File: config.mk
export PLATFORM = sky130hd
export DESIGN_NAME = dmem_arbiter
export DESIGN_NICKNAME = d
export VERILOG_FILES = /design/src/rtl/dmem_arbiter_pkg.sv /design/src/rtl/dmem_arbiter_hold_cnt.sv /design/src/rtl/dmem_arbiter.sv
export SDC_FILE = /design/constraint.sdc
export NUM_CORES = 1
export LEC_CHECK = 0
export BUFFER_PORTS_ARGS = -buffer_cell sky130_fd_sc_hd__buf_2
export CAP_MARGIN = 40
export CORE_AREA = 3 3 119 121
export DETAILED_ROUTE_END_ITERATION = 7
export DIE_AREA = 0 0 122 124
export PLACE_DENSITY_LB_ADDON = 0.1
export SLEW_MARGIN = 20
export SYNTH_ARGS = -nofsm -noshare
export SYNTH_HDL_FRONTEND = slang
export SYNTH_HIERARCHICAL = 1
export SYNTH_SLANG_ARGS = --single-unit
export TNS_END_PERCENT = 5
File: constraint.sdc
create_clock -name clk -period 3.19 [get_ports clk]
set_clock_uncertainty 0.2 [all_clocks]
set_input_delay 0.7975 -clock clk [delete_from_list [all_inputs] [get_ports clk]]
set_output_delay 0.7975 -clock clk [all_outputs]
set_load 0.01 [all_outputs]
File: src/rtl/dmem_arbiter_pkg.sv
// Shared types and helpers for the data-memory arbiter.
// State and owner encodings live here so the FSM, the hold counter and any
// bench see one definition.
package dmem_arbiter_pkg;

    typedef enum logic [1:0] {
        ST_IDLE = 2'd0,
        ST_CPU  = 2'd1,
        ST_EXT  = 2'd2
    } state_e;

    typedef enum logic {
        OWN_CPU = 1'b0,
        OWN_EXT = 1'b1
    } owner_e;

    // Counter width that can hold MAX_HOLD-1; never narrower than one bit.
    function automatic int unsigned hold_width(input int unsigned max_hold);
        return (max_hold > 1) ? $clog2(max_hold) : 1;
    endfunction

    // True when the word index of a byte address lies inside data memory.
    function automatic logic addr_in_range(input logic [31:0] addr,
                                           input int unsigned words);
        return 32'(addr[31:2]) < words;
    endfunction

endpackage

File: src/rtl/dmem_arbiter_hold_cnt.sv
// arb_hold_cnt: saturating count of consecutive granted cycles during which
// the non-owning side is waiting. at_limit flags MAX_HOLD-1, the point at
// which the owner must hand the port over.
module arb_hold_cnt
    import dmem_arbiter_pkg::*;
#(
    parameter int unsigned MAX_HOLD = 4
) (
    input  logic clk,
    input  logic reset,
    input  logic clr,
    input  logic en,
    output logic at_limit
);

    localparam int unsigned W = hold_width(MAX_HOLD);
    localparam logic [W-1:0] LIMIT = W'(MAX_HOLD - 1);

    logic [W-1:0] cnt;

    // Clear has priority over count; counting stops once the limit is held.
    always_ff @(posedge clk) begin
        if (reset || clr) begin
            cnt <= '0;
        end else if (en && (cnt != LIMIT)) begin
            cnt <= cnt + 1'b1;
        end
    end

    assign at_limit = (cnt == LIMIT);

endmodule

File: src/rtl/dmem_arbiter.sv
// dmem_arbiter: shares one data-memory port between the CPU load/store unit
// and an external loader/debug master. Ownership is a registered FSM with a
// bounded hold time; writes whose word index is out of range are dropped and
// reported on oob_err.
// Build option: define DMEM_ARB_RR_EN for a round-robin IDLE tie-break;
// otherwise CPU wins every IDLE tie.
module dmem_arbiter
    import dmem_arbiter_pkg::*;
#(
    parameter int unsigned MAX_HOLD   = 4,
    parameter int unsigned ADDR_WORDS = 32
) (
    input  logic        clk,
    input  logic        reset,
    input  logic        cpu_req,
    input  logic        cpu_we,
    input  logic [3:0]  cpu_byte_en,
    input  logic [31:0] cpu_addr,
    input  logic [31:0] cpu_wdata,
    output logic        cpu_gnt,
    output logic [31:0] cpu_rdata,
    input  logic        ext_req,
    input  logic        ext_we,
    input  logic [3:0]  ext_byte_en,
    input  logic [31:0] ext_addr,
    input  logic [31:0] ext_wdata,
    output logic        ext_gnt,
    output logic [31:0] ext_rdata,
    output logic        mem_write,
    output logic [3:0]  mem_byte_en,
    output logic [31:0] mem_addr,
    output logic [31:0] mem_wdata,
    input  logic [31:0] mem_rdata,
    output logic        oob_err
);

`ifdef DMEM_ARB_RR_EN
    localparam logic FIXED_CPU_PRIO = 1'b0;
`else
    localparam logic FIXED_CPU_PRIO = 1'b1;
`endif

    state_e state;
    state_e state_nxt;
    owner_e last_owner;

    logic tie_to_cpu;
    logic other_req;
    logic hold_clr;
    logic at_limit;
    logic owner_req;
    logic owner_we;
    logic granted_write;
    logic in_range;

    // With fixed priority the constant forces CPU; otherwise the side that
    // did not own the port last wins.
    assign tie_to_cpu = FIXED_CPU_PRIO | (last_owner == OWN_EXT);

    // Next owner: IDLE arbitration, voluntary release and forced hand-over.
    always_comb begin
        state_nxt = state;
        unique case (state)
            ST_IDLE: begin
                if (cpu_req && ext_req) begin
                    state_nxt = tie_to_cpu ? ST_CPU : ST_EXT;
                end else if (cpu_req) begin
                    state_nxt = ST_CPU;
                end else if (ext_req) begin
                    state_nxt = ST_EXT;
                end
            end
            ST_CPU: begin
                if (!cpu_req) begin
                    state_nxt = ext_req ? ST_EXT : ST_IDLE;
                end else if (ext_req && at_limit) begin
                    state_nxt = ST_EXT;
                end
            end
            ST_EXT: begin
                if (!ext_req) begin
                    state_nxt = cpu_req ? ST_CPU : ST_IDLE;
                end else if (cpu_req && at_limit) begin
                    state_nxt = ST_CPU;
                end
            end
            default: state_nxt = ST_IDLE;
        endcase
    end

    // Hold time only accumulates while the current owner keeps the port and
    // the other side is waiting.
    always_comb begin
        other_req = 1'b0;
        if (state == ST_CPU) begin
            other_req = ext_req;
        end else if (state == ST_EXT) begin
            other_req = cpu_req;
        end
        hold_clr = (state == ST_IDLE) || (state_nxt != state) || !other_req;
    end

    arb_hold_cnt #(
        .MAX_HOLD (MAX_HOLD)
    ) u_hold (
        .clk      (clk),
        .reset    (reset),
        .clr      (hold_clr),
        .en       (1'b1),
        .at_limit (at_limit)
    );

    // Port mux: EXT inputs only while EXT owns the port, CPU inputs otherwise.
    always_comb begin
        if (ext_gnt) begin
            mem_addr    = ext_addr;
            mem_byte_en = ext_byte_en;
            mem_wdata   = ext_wdata;
            owner_req   = ext_req;
            owner_we    = ext_we;
        end else begin
            mem_addr    = cpu_addr;
            mem_byte_en = cpu_byte_en;
            mem_wdata   = cpu_wdata;
            owner_req   = cpu_req & cpu_gnt;
            owner_we    = cpu_we;
        end
        in_range      = addr_in_range(mem_addr, ADDR_WORDS);
        granted_write = (cpu_gnt | ext_gnt) & owner_req & owner_we;
        // Reset is asserted before the edge, so gating here keeps the memory
        // from committing a write on the reset edge of an aborted grant.
        mem_write     = granted_write & in_range & !reset;
    end

    // Reads are never blocked; each side qualifies data with its own grant.
    assign cpu_rdata = mem_rdata;
    assign ext_rdata = mem_rdata;

    // Ownership FSM with registered grants, owner history and error pulse.
    always_ff @(posedge clk) begin
        if (reset) begin
            state      <= ST_IDLE;
            cpu_gnt    <= 1'b0;
            ext_gnt    <= 1'b0;
            last_owner <= OWN_EXT;
            oob_err    <= 1'b0;
        end else begin
            state   <= state_nxt;
            cpu_gnt <= (state_nxt == ST_CPU);
            ext_gnt <= (state_nxt == ST_EXT);
            if (state_nxt != state) begin
                if (state_nxt == ST_CPU) begin
                    last_owner <= OWN_CPU;
                end else if (state_nxt == ST_EXT) begin
                    last_owner <= OWN_EXT;
                end
            end
            oob_err <= granted_write & !in_range;
        end
    end

endmodule

==> qor.yml, run 1 <==
clock_tree:
  ctsLongestPathBuffers: 2
  holdBufCountCts: 0
  tritoncts: "built"
  clk_pin_slew_ps: 40
  cts.repair_timing.setup_buffer_count: 0
  tritoncts.num_buffers: 3
  ctsHtreeMaxLevel: 1
  cts.root.buffer_cell: "clkbuf_16"
  tritoncts_num_sinks: 7
  clkLatencyLatePin_ps: 230
synth:
  synth.yosys.seq_area_share_pct: 8.06
  yosys.area.top_type: "mux2_2"
  synth.top_cells.by_count: "66 x mux2_2, 64 x buf_4, 8 x clkbuf_1"
  synth.cell_area_sq_um: 1740
  synth.top_cells.by_area: "mux2_2 43%, buf_4 28%, dfxtp_1 8.1%"
  post_synth_num_cell_types: 28
  netlist.area_leader.share_pct: 42.8
  yosysMostFrequentCell: "mux2_2"
  flip_flop_and_latch_count_after_synthesis: 7
  synthesis_warning_total: 6
  synth-edff-count: 0
  async_reset_ff_share_pct: 0
  yosys_most_used_dff: "dfxtp_1"
  net_count_of_the_mapped_netlist: 365
  post_synth.cell_area_avg_sq_um: 9.15
  syn_inst: 190
timing:
  finalSetupViolCount: 1
  final.period_utilization_pct: 102
  final.setup.worst_slack_ps: -52.1
  worst_hold_slack_across_all_endpoints_ps: 328
  timing.fmax_ghz: 0.308
  hold_violations: 0
  min_cycle_time_layout_ps: 3240
  slew_violations: 0
  fin_setup_tns_ps: -52.1
  rsz0062_at_grt: "yes"
layout:
  layout-area-overhead-vs-synth_pct: 54.8
  antenna_cells_inserted: 0
  fill_cells: 1467
  share_of_post_route_cells_with_drive_strength_above_1_pct: 87.7
  final_nets: 518
floorplan:
  core_area_sq_um: 13200
  placementRows: 42
  initial_core_util_pct: 13.2
  dieArea_sq_um: 15100
  die_w_um: 122
  boundaryPins: 310
  floorplan.die.height_um: 124
placed_design:
  detailed_place_hpwl_um: 6540
  routability_congestion_estimate_from_global_placement: 0.669
  port-buffer-count: 213
grt:
  first_global_vias: 1868
  grt_max_degree: 38
  grt_busiest_layer: "met2"
  global_route_track_usage_on_met2_pct: 15.5
  groute.layer.met1.usage_pct: 8.90
  global_route.overflow_total: 0
  grtUsageMet3_pct: 2.45
  track_usage_pct: 8.10
  antenna_violations_before_repair: 0
  grt_first_pass_wirelength_um: 9670
route:
  drt_first_pass_iters: 3
  vias_per_cell: 3.67
  detailedRoute.firstIterationViolations: 26
  final_antenna_net_count: 0
  num_vias: 1902
  post-route-drc-count: 0
  wirelength_um: 7280
  wl_per_cell_um: 14.0
worst_setup_path:
  timing.rr.end: "oob_err"
  start_to_end_type_of_the_worst_setup_path: "in2out"
  cp_data_arrival_time_ps: 2240
  timing.critical_path.required_ps: 2190
  worst_setup_slack_for_register_to_register_paths_ps: 1150
  critical_path.reg2reg.startpoint: "ext_gnt"
  crit_slowest_cell: "or4_4"
  crit_path_start_kind: "input pin"
  cp_slowest_stage_delay_ps: 540
  crit_chain: "buf_6, mux2_4, or4_4, a211o_1, nor3_2, buf_2"
  worstPathMaxFanout: 2
  critical_path.top_delay_family: "simple AND/OR/NAND/NOR gates"
  critical_path.endpoint_type: "primary output"
  timing.reg2reg.worst_path_depth: 6
  cp.buffers_inverters: 2
power_and_ir_drop:
  power.density_nw_per_um2: 232
  vdd_drop_max_mv: 0.129
  static-leakage-power_nw: 1.34
  clock_power_share_pct: 34.1
  p_int_uw: 437
  comb_power_share_pct: 50.6
  sequential_group_share_of_total_power_pct: 15.3
  p_sw_uw: 187
  switching_share_pct: 30.0
flow_run:
  maximum_capacitance_violations: 0
outcome:
  failed_checks: "negative setup slack"
  status: "finished with violations"
worst_hold_path:
  hold_path_class: "reg2reg"
  worstHoldStart: "u_hold/cnt[1]"
  worst_hold_path.num_cells: 2
  hold_end: "u_hold/cnt[1]"
[metal layers]
| metal | vias up | part of all wire (%) |
|---|---|---|
| met5 | - | 0 |
| met4 | 0 | 1.2 |
| met3 | 11 | 9.5 |
| met2 | 120 | 54 |
| met1 | 844 | 35 |
| li1 | 927 | - |
[cell families (layout without fill, tap and decap cells)]
group	count (synthesis)	after routing	share of synthesized area, %
multiplexers	70	70	45.6
buffers and inverters	73	225	30.0
adder cells (fa/ha/maj)	1	1	0.720
other	1	1	0.216
AND/OR/NAND/NOR	27	27	10.2
XOR/XNOR	2	2	1.01
AO/OA/AOI/OAI	9	9	4.18
flip-flops	7	7	8.06
[through the flow]
step	cell area, sq um	setup slack (ps)	power (mW)	util (%)	std cells
after global routing	2690	-117	0.665	20.4	518
after floorplan	1740	44.5	0.322	-	190
after global placement	2570	-187	0.416	19.5	514
after detailed placement	2570	-196	0.414	19.5	514
after CTS	2670	-99.6	0.633	20.2	518
final	2690	-52.1	0.625	20.4	518
[worst max path at each step]
stage                 startpoint         to  slack [ps]  cells after the start
finish              cpu_addr[21]  mem_write         -50                      6
global route        cpu_addr[21]  mem_write        -120                      6
CTS                 cpu_addr[21]  mem_write        -100                      6
detailed placement  ext_addr[21]  mem_write        -200                      6
global placement    ext_addr[21]  mem_write        -190                      6
floorplan           ext_addr[21]  mem_write          40                      4
[state kept, by name (all words and copies together), names as in the netlist]
register	flops
state	2
u_hold/cnt	2
cpu_gnt	1
ext_gnt	1
oob_err	1
[worst min-delay path: stages (launching register included)]
cell,delay (ps)
dfxtp_1,320
mux2i_1,80
nor3_2,90
[timing repair]
action,4_1_cts,5_1_grt
gates resized for setup,5,4
setup endpoints to repair,1,1
pin swaps,1,0
[final cells by class]
| type | count | area, sq um | share of cell area (%) |
|---|---|---|---|
| Clock buffer | 4 | 78.8 | 2.93 |
| Timing Repair Buffer | 221 | 1150 | 42.6 |
| Tap cell | 176 | 220 | 8.19 |
| Multi-Input combinational cell | 110 | 1100 | 40.9 |
| Sequential cell | 7 | 144 | 5.35 |
[cell usage in the layout (no fill, tap or decap)]
master / count
nor2b_4: 1
xor2_1: 1
nand4_1: 2
or4_4: 1
buf_2: 211
nor2b_1: 1
a31oi_1: 1
or4_1: 2
ha_1: 1
mux2_4: 3
nand2b_1: 3
nor3_1: 3
a211o_1: 1
nor4_1: 4
clkbuf_1: 1
xnor2_1: 1
clkbuf_16: 3
dfxtp_4: 1
nor2_1: 2
o21ai_0: 1
buf_8: 1
nor3_2: 3
mux2_2: 65
buf_4: 7
a21o_1: 1
nor4b_2: 1
nand3_1: 3
nor4_2: 1
dfxtp_1: 6
a221oi_1: 4
o21ba_1: 1
conb_1: 1
buf_6: 2
mux2i_1: 2
[power by group through the flow]
| stage | clock network, mW | registers (mW) | logic [mW] |
|---|---|---|---|
| final | 0.213 | 0.0959 | 0.316 |
| after global routing | 0.222 | 0.0967 | 0.346 |
| after CTS | 0.216 | 0.0959 | 0.321 |
| after detailed placement | 0 | 0.0971 | 0.316 |
| after global placement | 0 | 0.0973 | 0.319 |
| after floorplan | 0 | 0.0958 | 0.226 |
No activity file was read; power rests on OpenSTA's default activity.
==> run 2, diff against run 1 <==
--- a/constraint.sdc
+++ b/constraint.sdc
@@ -4,2 +4,2 @@
 set_output_delay 0.7975 -clock clk [all_outputs]
-set_load 0.01 [all_outputs]
+set_load 0.02 [all_outputs]
==> run 2 against run 1 <==
Net effect: the flow still finishes with violations (negative setup slack); hold slack better by 8.8 ps; sequential share of layout area barely moved; combinational power grew 17%; maximum frequency shrank 1.3%; worst setup slack got worse by 44 ps; clock power about the same; via count fell by 0.26%; flip-flop and latch count unchanged.
==> qor.yml, run 2 (same netlist as run 1, synthesis figures left out) <==
timing:
  final.setup.worst_slack_ps: -95.8  # -43.7 ps
  fin_setup_tns_ps: -95.8  # -43.7 ps
  slew_headroom_pct: 65.1
  worst_pin_slew_ps: 521
  timing.fmax_ghz: 0.304  # -1.3%
  min_cycle_time_layout_ps: 3290  # +43.7 ps
  finalSetupViolCount: 1  # unchanged
  hold_violations: 0  # unchanged
  final.period_utilization_pct: 103  # +1.4 points
  worst_hold_slack_across_all_endpoints_ps: 337  # +8.78 ps
  rsz0062_at_grt: "yes"
  slew_violations: 0  # unchanged
outcome:
  failed_checks: "negative setup slack"
  status: "finished with violations"
grt:
  track_usage_pct: 9.58  # +1.5 points
  global_route.overflow_total: 0  # unchanged
  grt_first_pass_wirelength_um: 11000  # +14%
  grt_max_degree: 38  # unchanged
  first_global_vias: 1878  # +0.54%
  antenna_violations_before_repair: 0  # unchanged
clock_tree:
  tritoncts.num_buffers: 3  # unchanged
  holdBufCountCts: 0  # unchanged
  ctsHtreeMaxLevel: 1  # unchanged
  tritoncts: "built"
  cts.repair_timing.setup_buffer_count: 0  # unchanged
  clk_pin_slew_ps: 40  # about the same
  clkLatencyLatePin_ps: 230  # about the same
  ctsLongestPathBuffers: 2  # unchanged
  cts.root.buffer_cell: "clkbuf_16"
  tritoncts_num_sinks: 7  # unchanged
floorplan:
  dieArea_sq_um: 15100  # unchanged
  initial_core_util_pct: 13.2  # unchanged
  core_area_sq_um: 13200  # unchanged
  boundaryPins: 310  # unchanged
  placementRows: 42  # unchanged
  floorplan.die.height_um: 124  # unchanged
  die_w_um: 122  # unchanged
layout:
  layout-area-overhead-vs-synth_pct: 53.5
  share_of_post_route_cells_with_drive_strength_above_1_pct: 87.6  # -0.15 points
  commonest_non_fill_non_tap_cell_in_the_layout: "buf_2"
  post-route-cell-area_sq_um: 2670  # -0.84%
  top_regs: "state: 2 flops, u_hold/cnt: 2 flops"
  layout.cells.most_common_list: "210 x buf_2, 65 x mux2_2, 6 x dfxtp_1"
  fill_cells: 1509  # +2.9%
  antenna_cells_inserted: 0  # unchanged
  multi_input_comb_area_sq_um: 1110  # +0.79%
  final_core_util_pct: 20.2  # -0.17 points
  final_nets: 514  # -0.77%
  register_area_sq_um: 144  # unchanged
route:
  wl_per_cell_um: 15.8  # +13%
  detailedRoute.firstIterationViolations: 28  # +7.7%
  wirelength_um: 8130  # +12%
  route.layer.met1.wl_um: 2780  # +9.7%
  vias_per_cell: 3.69  # +0.51%
  final_antenna_net_count: 0  # unchanged
  met3_length_um: 1010  # +45%
  post-route-drc-count: 0  # unchanged
  drt_first_pass_iters: 4  # +1
  num_vias: 1897  # -0.26%
  wl_met2_um: 4280  # +8.1%
  top_layer_used: "met4"
worst_setup_path:
  crit_path_start_kind: "input pin"
  cp_data_arrival_time_ps: 2290  # +50 ps
  timing.critical_path.required_ps: 2190  # about the same
  start_to_end_type_of_the_worst_setup_path: "in2out"
  worstPathMaxFanout: 2  # unchanged
  critical_path.endpoint_type: "primary output"
power_and_ir_drop:
  vdd_drop_max_mv: 0.117  # -9.5%
  power.density_nw_per_um2: 255  # +10%
  static-leakage-power_nw: 1.33  # -0.44%
placed_design:
  detailed_place.area_sq_um: 2550  # -0.73%
  routability_congestion_estimate_from_global_placement: 0.756  # +13%
  detailed_place_hpwl_um: 7380  # +13%
  port-buffer-count: 213  # unchanged
flow_run:
  maximum_capacitance_violations: 0  # unchanged
worst_hold_path:
  hold_path_class: "reg2reg"
[run 2: repair_timing]
| item | in CTS | in global routing |
|---|---|---|
| resized for setup | 3 | 5 |
| pin swaps | 1 | 1 |
| endpoints found under the hold margin | 0 | 0 |
| endpoints found under the setup margin | 1 | 1 |
| cloned | 0 | 0 |
[run 2: cell type report]
type / instances / area share, %
repair buffers: 217 / 41.8
clock buffers: 4 / 2.95
well taps: 176 / 8.26
flip-flops and latches: 7 / 5.39
multi-input cells: 110 / 41.6
[run 2: power breakdown]
group	total, mW	switching, mW	internal, mW
clock network	0.216	0.0496	0.166
logic	0.369	0.191	0.178
registers	0.0960	0.00493	0.0911
total	0.681	0.246	0.435
[run 2: through the flow]
stage	worst slack (ps)	power, mW	instances
final	-95.8	0.681	514
after floorplan	25.8	0.410	190
after global placement	-160	0.468	510
after CTS	-101	0.693	514
after global routing	-146	0.723	514
after detailed placement	-161	0.468	510
[run 2: path summary, 6_finish.rpt]
kind / end / startpoint / cells past startpoint / slack [ps]
min: u_hold/cnt[1] / u_hold/cnt[1] / 2 / 340
max reg2reg: oob_err / ext_gnt / 4 / 1100
max: mem_write / cpu_addr[21] / 6 / -100
min reg2reg: u_hold/cnt[1] / u_hold/cnt[1] / 2 / 340
[run 2: per-layer routing]
| layer | track usage (%) | up-vias |
|---|---|---|
| met2 | 17.4 | 133 |
| li1 | - | 914 |
| met5 | 0 | - |
| met4 | 1.96 | 0 |
| met1 | 10.5 | 843 |
| met3 | 3.95 | 7 |
[run 2: critical path, stage by stage]
cell     delay [ps]
buf_6            90
mux2_4          260
or4_4           530
a211o_4         350
nor3_4          120
buf_6           140
